**src/rtl/fabric_pe_load_q.sv**
```systemverilog
// Load adapter PE: issues addresses to memory, tracks request tags in an in-order FIFO
// and re-tags returning data into a registered output. Optional error flags: FABRIC_PE_LOADQ_ERR_EN.
module fabric_pe_load_q #(
    parameter int DATA_WIDTH  = 32,
    parameter int ADDR_WIDTH  = 32,
    parameter int TAG_WIDTH   = 0,
    parameter int HW_TYPE     = 0,
    parameter int QUEUE_DEPTH = 4,
    localparam int TW    = (TAG_WIDTH > 0) ? TAG_WIDTH : 1,
    localparam int CNT_W = $clog2(QUEUE_DEPTH + 1)
) (
    input  logic                          clk,
    input  logic                          rst,
    input  logic                          in0_valid,
    output logic                          in0_ready,
    input  logic [ADDR_WIDTH+TAG_WIDTH-1:0] in0_data,
    input  logic                          in1_valid,
    output logic                          in1_ready,
    input  logic [DATA_WIDTH-1:0]         in1_data,
    input  logic                          in2_valid,
    output logic                          in2_ready,
    input  logic [TW-1:0]                 in2_data,
    output logic                          out0_valid,
    input  logic                          out0_ready,
    output logic [DATA_WIDTH+TAG_WIDTH-1:0] out0_data,
    output logic                          out1_valid,
    input  logic                          out1_ready,
    output logic [ADDR_WIDTH+TAG_WIDTH-1:0] out1_data,
    input  logic [TW-1:0]                 cfg_data,
    output logic [CNT_W-1:0]              pending,
    output logic                          err_valid,
    output logic [3:0]                    err_code
);
    localparam int PTR_W = $clog2(QUEUE_DEPTH);
    localparam int OW    = DATA_WIDTH + TAG_WIDTH;

    if (DATA_WIDTH < 1 || ADDR_WIDTH < 1 || TAG_WIDTH < 0 ||
        (HW_TYPE != 0 && HW_TYPE != 1) || (HW_TYPE == 1 && TAG_WIDTH == 0) ||
        QUEUE_DEPTH < 2 || (QUEUE_DEPTH & (QUEUE_DEPTH - 1)) != 0) begin : g_bad_param
        $fatal(1, "fabric_pe_load_q: illegal parameter combination");
    end

    logic [ADDR_WIDTH-1:0] in0_addr;
    logic [TW-1:0]         in0_tag;
    logic [TW-1:0]         issue_tag;
    logic [TW-1:0]         head_tag;
    logic [OW-1:0]         ret_word;
    logic                  tag_ok;
    logic                  q_empty;
    logic                  q_full;
    logic                  sync;
    logic                  push;
    logic                  pop;

    logic [CNT_W-1:0] count_q, count_d;
    logic             out0_valid_q, out0_valid_d;
    logic [OW-1:0]    out0_data_q, out0_data_d;

    assign in0_addr  = in0_data[ADDR_WIDTH-1:0];
    assign issue_tag = (HW_TYPE == 1) ? in0_tag : cfg_data;
    assign tag_ok    = (HW_TYPE == 0) || (in0_tag == in2_data);
    assign q_empty   = (count_q == '0);
    assign q_full    = (count_q == CNT_W'(QUEUE_DEPTH));

    // Full is judged on the registered count, so a pop never frees a slot in the same cycle.
    assign sync       = !rst && in0_valid && in2_valid && tag_ok && !q_full;
    assign out1_valid = sync;
    assign push       = sync && out1_ready;
    assign in0_ready  = push;
    assign in2_ready  = push;

    assign in1_ready  = !rst && !q_empty && (!out0_valid_q || out0_ready);
    assign pop        = in1_valid && in1_ready;

    if (TAG_WIDTH > 0) begin : g_tag
        logic [TW-1:0]    tag_mem_q [QUEUE_DEPTH];
        logic [TW-1:0]    tag_mem_d [QUEUE_DEPTH];
        logic [PTR_W-1:0] wr_ptr_q, wr_ptr_d;
        logic [PTR_W-1:0] rd_ptr_q, rd_ptr_d;

        always_comb begin
            tag_mem_d = tag_mem_q;
            wr_ptr_d  = wr_ptr_q;
            rd_ptr_d  = rd_ptr_q;
            if (push) begin
                tag_mem_d[wr_ptr_q] = issue_tag;
                wr_ptr_d            = wr_ptr_q + PTR_W'(1);
            end
            if (pop) begin
                rd_ptr_d = rd_ptr_q + PTR_W'(1);
            end
        end

        always_ff @(posedge clk) begin
            if (rst) begin
                wr_ptr_q <= '0;
                rd_ptr_q <= '0;
            end else begin
                wr_ptr_q <= wr_ptr_d;
                rd_ptr_q <= rd_ptr_d;
            end
        end

        // Tag storage carries no control meaning, so it is left out of reset.
        always_ff @(posedge clk) begin
            tag_mem_q <= tag_mem_d;
        end

        assign in0_tag   = in0_data[ADDR_WIDTH +: TAG_WIDTH];
        assign head_tag  = tag_mem_q[rd_ptr_q];
        assign out1_data = {issue_tag, in0_addr};
        assign ret_word  = {head_tag, in1_data};
    end else begin : g_notag
        assign in0_tag   = '0;
        assign head_tag  = '0;
        assign out1_data = in0_addr;
        assign ret_word  = in1_data;
    end

    always_comb begin
        count_d      = count_q;
        out0_valid_d = out0_valid_q;
        out0_data_d  = out0_data_q;
        if (push && !pop) begin
            count_d = count_q + CNT_W'(1);
        end else if (pop && !push) begin
            count_d = count_q - CNT_W'(1);
        end
        if (pop) begin
            out0_valid_d = 1'b1;
            out0_data_d  = ret_word;
        end else if (out0_ready) begin
            out0_valid_d = 1'b0;
        end
    end

    always_ff @(posedge clk) begin
        if (rst) begin
            count_q      <= '0;
            out0_valid_q <= 1'b0;
            out0_data_q  <= '0;
        end else begin
            count_q      <= count_d;
            out0_valid_q <= out0_valid_d;
            out0_data_q  <= out0_data_d;
        end
    end

    assign pending    = count_q;
    assign out0_valid = out0_valid_q;
    assign out0_data  = out0_data_q;

`ifdef FABRIC_PE_LOADQ_ERR_EN
    logic       err_valid_q, err_valid_d;
    logic [3:0] err_code_q, err_code_d;

    // First orphan response wins; the flag is sticky until reset.
    always_comb begin
        err_valid_d = err_valid_q;
        err_code_d  = err_code_q;
        if (in1_valid && q_empty && !err_valid_q) begin
            err_valid_d = 1'b1;
            err_code_d  = 4'd1;
        end
    end

    always_ff @(posedge clk) begin
        if (rst) begin
            err_valid_q <= 1'b0;
            err_code_q  <= 4'd0;
        end else begin
            err_valid_q <= err_valid_d;
            err_code_q  <= err_code_d;
        end
    end

    assign err_valid = err_valid_q;
    assign err_code  = err_code_q;
`else
    assign err_valid = 1'b0;
    assign err_code  = 4'd0;
`endif

    logic unused_ok;
    assign unused_ok = ^{in0_data, in2_data, cfg_data, issue_tag, head_tag};

endmodule

```
**config.mk**
```make
export PLATFORM = sky130hd
export DESIGN_NAME = fabric_pe_load_q
export DESIGN_NICKNAME = d
export VERILOG_FILES = /design/src/rtl/fabric_pe_load_q.sv
export SDC_FILE = /design/constraint.sdc
export NUM_CORES = 1
export LEC_CHECK = 0
export BUFFER_PORTS_ARGS = -buffer_cell sky130_fd_sc_hd__buf_2
export CORE_MARGIN = 4
export CORE_UTILIZATION = 39
export CTS_CLUSTER_SIZE = 10
export DETAILED_ROUTE_END_ITERATION = 10
export PLACE_DENSITY_LB_ADDON = 0.15
export SYNTH_ARGS = -nofsm -noshare
export SYNTH_HDL_FRONTEND = slang
export SYNTH_SLANG_ARGS = --single-unit
```
**constraint.sdc**
```tcl
create_clock -name clk -period 3.4 [get_ports clk]
set_clock_uncertainty 0.2 [all_clocks]
set_input_delay 0.34 -clock clk [delete_from_list [all_inputs] [get_ports clk]]
set_output_delay 0.34 -clock clk [all_outputs]
set_load 0.01 [all_outputs]
```
==> results of run 1 <==
## kinds of logic (layout without fill, tap and decap cells)
logic type | after synthesis | after routing | synth area share [%]
buf+inv | 90 | 125 | 27.8
xor+xnor | 2 | 2 | 0.963
fa+ha+maj | 2 | 2 | 1.79
compound gates | 68 | 68 | 25.7
other cells | 1 | 5 | 0.206
flops | 36 | 36 | 39.6
mux | 1 | 1 | 0.550
simple gates | 11 | 11 | 3.44
## registers in the layout, summed over array words and instances, names as in the netlist
| register | flops |
|---|---|
| pending | 3 |
| out0_valid | 1 |
| out0_data | 32 |
## power breakdown
part	switching, mW	internal (mW)
clock network	0.140	0.165
registers	0.0259	0.466
logic	0.140	0.0884
## final cells by class
type / instances / area [sq um] / area share, %
flip-flops and latches: 36 / 721 / 35.3
well taps: 52 / 65.1 / 3.18
multi-input cells: 89 / 617 / 30.2
clock buffers: 8 / 90.1 / 4.41
repair buffers: 82 / 420 / 20.6
inverters: 35 / 131 / 6.43
## worst max-delay path, cell delays in order (launching register included)
cell and delay [ns]:
dfxtp_1 0.48, nor2_1 0.08, a211oi_1 0.25, and2_1 0.20
ha_1 0.19, inv_1 0.06, fa_1 0.37, xor2_1 0.15
or3_1 0.30, a21oi_1 0.13
## worst max-delay path by stage
stage	startpoint	end	slack, ns
floorplan	pending[0]	pending[2]	0.72
global placement	pending[0]	pending[2]	0.92
detailed placement	pending[0]	pending[2]	0.91
CTS	pending[0]	pending[2]	0.89
global route	pending[0]	pending[2]	0.63
finish	pending[0]	pending[2]	0.92
## cells in the final DEF (no fill, tap or decap), drive strengths merged
master / count
buf: 82
dfxtp: 36
inv: 35
o21ai: 33
o311ai: 32
clkbuf: 8
conb: 5
nor2: 3
xor2: 2
nor3: 2
a21oi: 2
nand2: 1
a211oi: 1
and2: 1
nor2b: 1
or4: 1
mux2i: 1
or3: 1
nand2b: 1
fa: 1
ha: 1
## stage by stage
| step | std cells | total power [mW] | utilization (%) | setup WS (ns) |
|---|---|---|---|---|
| 2_1_floorplan | 215 | 0.677 | - | 0.723 |
| 3_3_place_gp | 294 | 0.730 | 44.0 | 0.918 |
| 3_5_place_dp | 294 | 0.732 | 44.0 | 0.908 |
| 4_1_cts | 302 | 1.04 | 46.0 | 0.888 |
| 5_1_grt | 302 | 1.09 | 46.0 | 0.634 |
| 6_report | 302 | 1.03 | 46.0 | 0.919 |
## layer usage
layer / global-route usage, % / vias to the layer above
met5: 0 / -
li1: - / 764
met1: 17.5 / 672
met2: 22.8 / 63
met4: 8.70 / 0
met3: 4.73 / 10
==> results.yml, run 1 <==
timing:
  drv_slew: 0
  tns_ns: 0
  fmax_mhz: 403
  finalHoldViolCount: 0
  whs_ns: 0.0911
  relSlewSlack_pct: 45.5
  fin_crit_ns: 2.48
  timing.final.crit_share_pct: 73.0
  rsz0062_at_grt: "no"
  setup_viol: 0
  worst_slew_pin_slew_ns: 0.817
die:
  start_util_pct: 40.9
  die_y_um: 76.3
  die_w_um: 76.3
  rows: 24
  core_region_area_sq_mm: 0.00444
  io_pins: 150
  fp.dieArea_sq_mm: 0.00582
setup_path:
  r2r-end: "pending[2]"
  r2r_setup_slack_ns: 0.92
  worst-setup-path-type: "flop to flop"
  ff2ff_path_depth: 9
  critPathRequiredTime_ns: 3.42
  path_max_fanout: 5
  arrival_ns: 2.50
  crit_path_end_kind: "flop"
  startpoint_type: "flop"
  r2r_start: "pending[0]"
routing:
  vias: 1509
  drtPass1Iterations: 6
  drcViolationCount: 0
  top_layer: "met4"
  ant_nets: 0
  drt-initial-drc-count: 57
  met1_length_mm: 1.84
  wirelength_mm: 4.13
  dr_wl_met2_mm: 1.84
  wl_per_cell_um: 13.7
  wl_met3_um: 363
  viasPerCell: 5.00
cells_and_area:
  n_antenna_cell: 0
  n_fill_cell: 486
  drive_above_1_share_pct: 36.4
  nets: 324
  areaGrowthSynthToFinish_pct: 12.4
  design_area_sq_mm: 0.00204
logic_synthesis:
  ys_seq_elements: 36
  synth_edf_count: 0
  yosysSeqAreaShare_pct: 39.6
  synthDistinctLibCells: 26
  synthCells: 211
  postSynthAreaPerCell_sq_um: 8.62
  synth-async-reset-ratio_pct: 0
  synth_common_cells: "buf_4, dfxtp_1, inv_1"
  yosysTopAreaCell: "dfxtp_1"
  ys.flop_type: "dfxtp_1"
  synth_area_leaders: "dfxtp_1, buf_4, o311ai_0, o21ai_1, inv_1"
  yosys.area.top_type_share_pct: 39.6
  synth_warnings: 0
  netlist_area_sq_mm: 0.00182
  synthMostInstantiatedCell: "buf_4"
cts:
  cts_buffer_depth: 2
  clk_pin_slew_ns: 0.07
  cts_sinks: 36
  cts_inserted_buffers: 5
  htreeDepth: 2
  cts_tree: "done"
  clock_latency_ns: 0.28
  cts_setup_buffers: 0
  cts_hold_buf: 0
  cts_resized: 0
  cts_root_buf: "clkbuf_8"
grt:
  grt_antenna_before_repair: 0
  grt_pass1_wl_mm: 7.05
  grt_max_degree: 34
  grt_overflow: 0
  grt_pass1_vias: 1511
  track_usage_pct: 14.6
outcome:
  status: "finished, final reports clean"
power_and_ir_drop:
  p_leak_nw: 1.05
  powerDensity_mw_per_mm2: 502
  vdd_drop_max_mv: 0.206
place:
  io_buffers: 78
  place.gp.congestion: 0.752
  dpl-instance-area_sq_mm: 0.00195
  hpwl_mm: 2.69
min_path:
  min_from: "in1_data[20]"
  hp-class: "input port to flop"
  worst_hold_path.endpoint: "out0_data[20]"
  hold_depth: 3
flow_run:
  cap_violations: 0
No activity file was read; power rests on OpenSTA's default activity.
==> run 2: changes to the inputs <==
clock period = 2.5 ns   (was 3.4 ns; I/O delays follow)
==> run 2 against run 1 <==
Against the previous run: sequential power increased by 36%; flip-flop and latch count is the same; global-route usage up 1.2 points; sequential share of layout area decreased by 3.7 points; largest power group unchanged; highest routed layer unchanged.
==> results.yml, run 2 (synthesis gave the netlist of run 1 again) <==
routing:
  ant_nets: 0
  drt-initial-drc-count: 132
  viasPerCell: 4.93
  dr_wl_met2_mm: 2.05
  met1_length_mm: 1.95
  top_layer: "met4"
  drcViolationCount: 0
  vias: 1612
  wl_met3_um: 401
  drtPass1Iterations: 5
  wirelength_mm: 4.50
  wl_per_cell_um: 13.8
power_and_ir_drop:
  pwr-share-clk_pct: 29.2
  powerDensity_mw_per_mm2: 622
  p_int_mw: 1.01
  switchingPower_uw: 428
  seqPwrFrac_pct: 46.7
  p_leak_nw: 1.16
  combPwrFrac_pct: 24.1
  vdd_drop_max_mv: 0.309
  swShare_pct: 29.8
grt:
  grt_pass1_wl_mm: 7.56
  grt_pass1_vias: 1601
  grt_max_degree: 34
  track_usage_pct: 15.9
  grt_overflow: 0
  grt_antenna_before_repair: 0
outcome:
  status: "finished, final reports clean"
cts:
  cts_setup_buffers: 0
  cts_buffer_depth: 2
  htreeDepth: 2
  clock_latency_ns: 0.28
  cts_root_buf: "clkbuf_8"
  cts_tree: "done"
  cts_sinks: 36
  cts_inserted_buffers: 5
  clk_pin_slew_ns: 0.07
cells_and_area:
  fin_util_pct: 51.9
  areaGrowthSynthToFinish_pct: 26.8
  drive_above_1_share_pct: 34.9
  n_antenna_cell: 0
  final_common_cell: "buf_2"
  nets: 349
  design_area_sq_mm: 0.00231
  final_cell_mix: "buf_2, inv_1, dfxtp_1, o311ai_0, o21ai_1"
  largest_reg_flops: 32
  n_fill_cell: 442
place:
  dpl-instance-area_sq_mm: 0.00197
  io_buffers: 78
  hpwl_mm: 2.74
  place.gp.congestion: 0.760
flow_run:
  cap_violations: 0
timing:
  tns_ns: 0
  timing.final.crit_share_pct: 92.8
  fin_crit_ns: 2.32
  setup_viol: 0
  rsz0062_at_grt: "no"
  fmax_mhz: 431
  finalHoldViolCount: 0
  drv_slew: 0
die:
  core_region_area_sq_mm: 0.00444
  start_util_pct: 40.9
  die_y_um: 76.3
  die_w_um: 76.3
  io_pins: 150
  fp.dieArea_sq_mm: 0.00582
  rows: 24
setup_path:
  path_max_fanout: 5
  arrival_ns: 2.34
  crit_path_end_kind: "flop"
  startpoint_type: "flop"
  worst-setup-path-type: "flop to flop"
  critPathRequiredTime_ns: 2.52
min_path:
  hp-class: "input port to flop"
-- run 2: cell count changes in the layout (fill, tap and decap cells not counted) --
cell           before  now
a211oi_1            1    0
buf_4               4    5
and2_4              0    1
dlygate4sd3_1       0   24
and2_1              1    0
a211oi_2            0    1
dfxtp_1            36   34
dfxtp_4             0    2
-- run 2: layout make-up --
class / count / area (sq um) / area share [%]
Sequential cell: 36 / 728 / 31.6
Timing Repair Buffer: 107 / 668 / 29.0
Multi-Input combinational cell: 89 / 624 / 27.1
Inverter: 35 / 131 / 5.69
Clock buffer: 8 / 90.1 / 3.90
Tap cell: 52 / 65.1 / 2.82
-- run 2: routing by layer --
metal | up-vias | track usage, %
li1 | 815 | -
met1 | 703 | 18.2
met2 | 80 | 25.5
met3 | 14 | 6.50
met4 | 0 | 7.61
met5 | - | 0
-- run 2: path summary, 6_finish.rpt --
check | from | end | slack [ns] | depth (start not counted)
max | pending[0] | pending[2] | 0.18 | 9
min | in1_data[1] | out0_data[1] | 0.01 | 3
max reg2reg | pending[0] | pending[2] | 0.18 | 9
min reg2reg | out0_data[2] | out0_data[2] | 0.28 | 2
-- run 2: through the flow --
stage          instances  hold slack (ns)  setup WS, ns  power, mW
2_1_floorplan        215            0.185       0.00731      0.929
3_3_place_gp         295            0.271         0.144       1.00
3_5_place_dp         295            0.274        0.0998       1.00
4_1_cts              326         0.000214        0.0765       1.46
5_1_grt              327          0.00156        0.0225       1.53
6_report             327           0.0131         0.179       1.44
-- run 2: timing repair --
action / in CTS / in global routing
endpoints found under the setup margin: 0 / 1
resized for setup: 0 / 3
hold buffers: 23 / 1
hold endpoints to repair: 23 / 1
-- run 2: power groups by stage --
stage	combinational [mW]	clock (mW)	sequential, mW
final	0.346	0.419	0.670
after global routing	0.386	0.467	0.678
after CTS	0.347	0.443	0.670
after detailed placement	0.319	0	0.683
after global placement	0.317	0	0.683
after floorplan	0.218	0	0.711
-- run 2: worst max-delay path, cell delays in order, from the launching register on --
cell and delay, ns:
dfxtp_4 0.39, nor2_1 0.06, a211oi_2 0.20, and2_4 0.18, ha_1 0.18, inv_1 0.06
fa_1 0.38, xor2_1 0.16, or3_1 0.31, a21oi_1 0.14
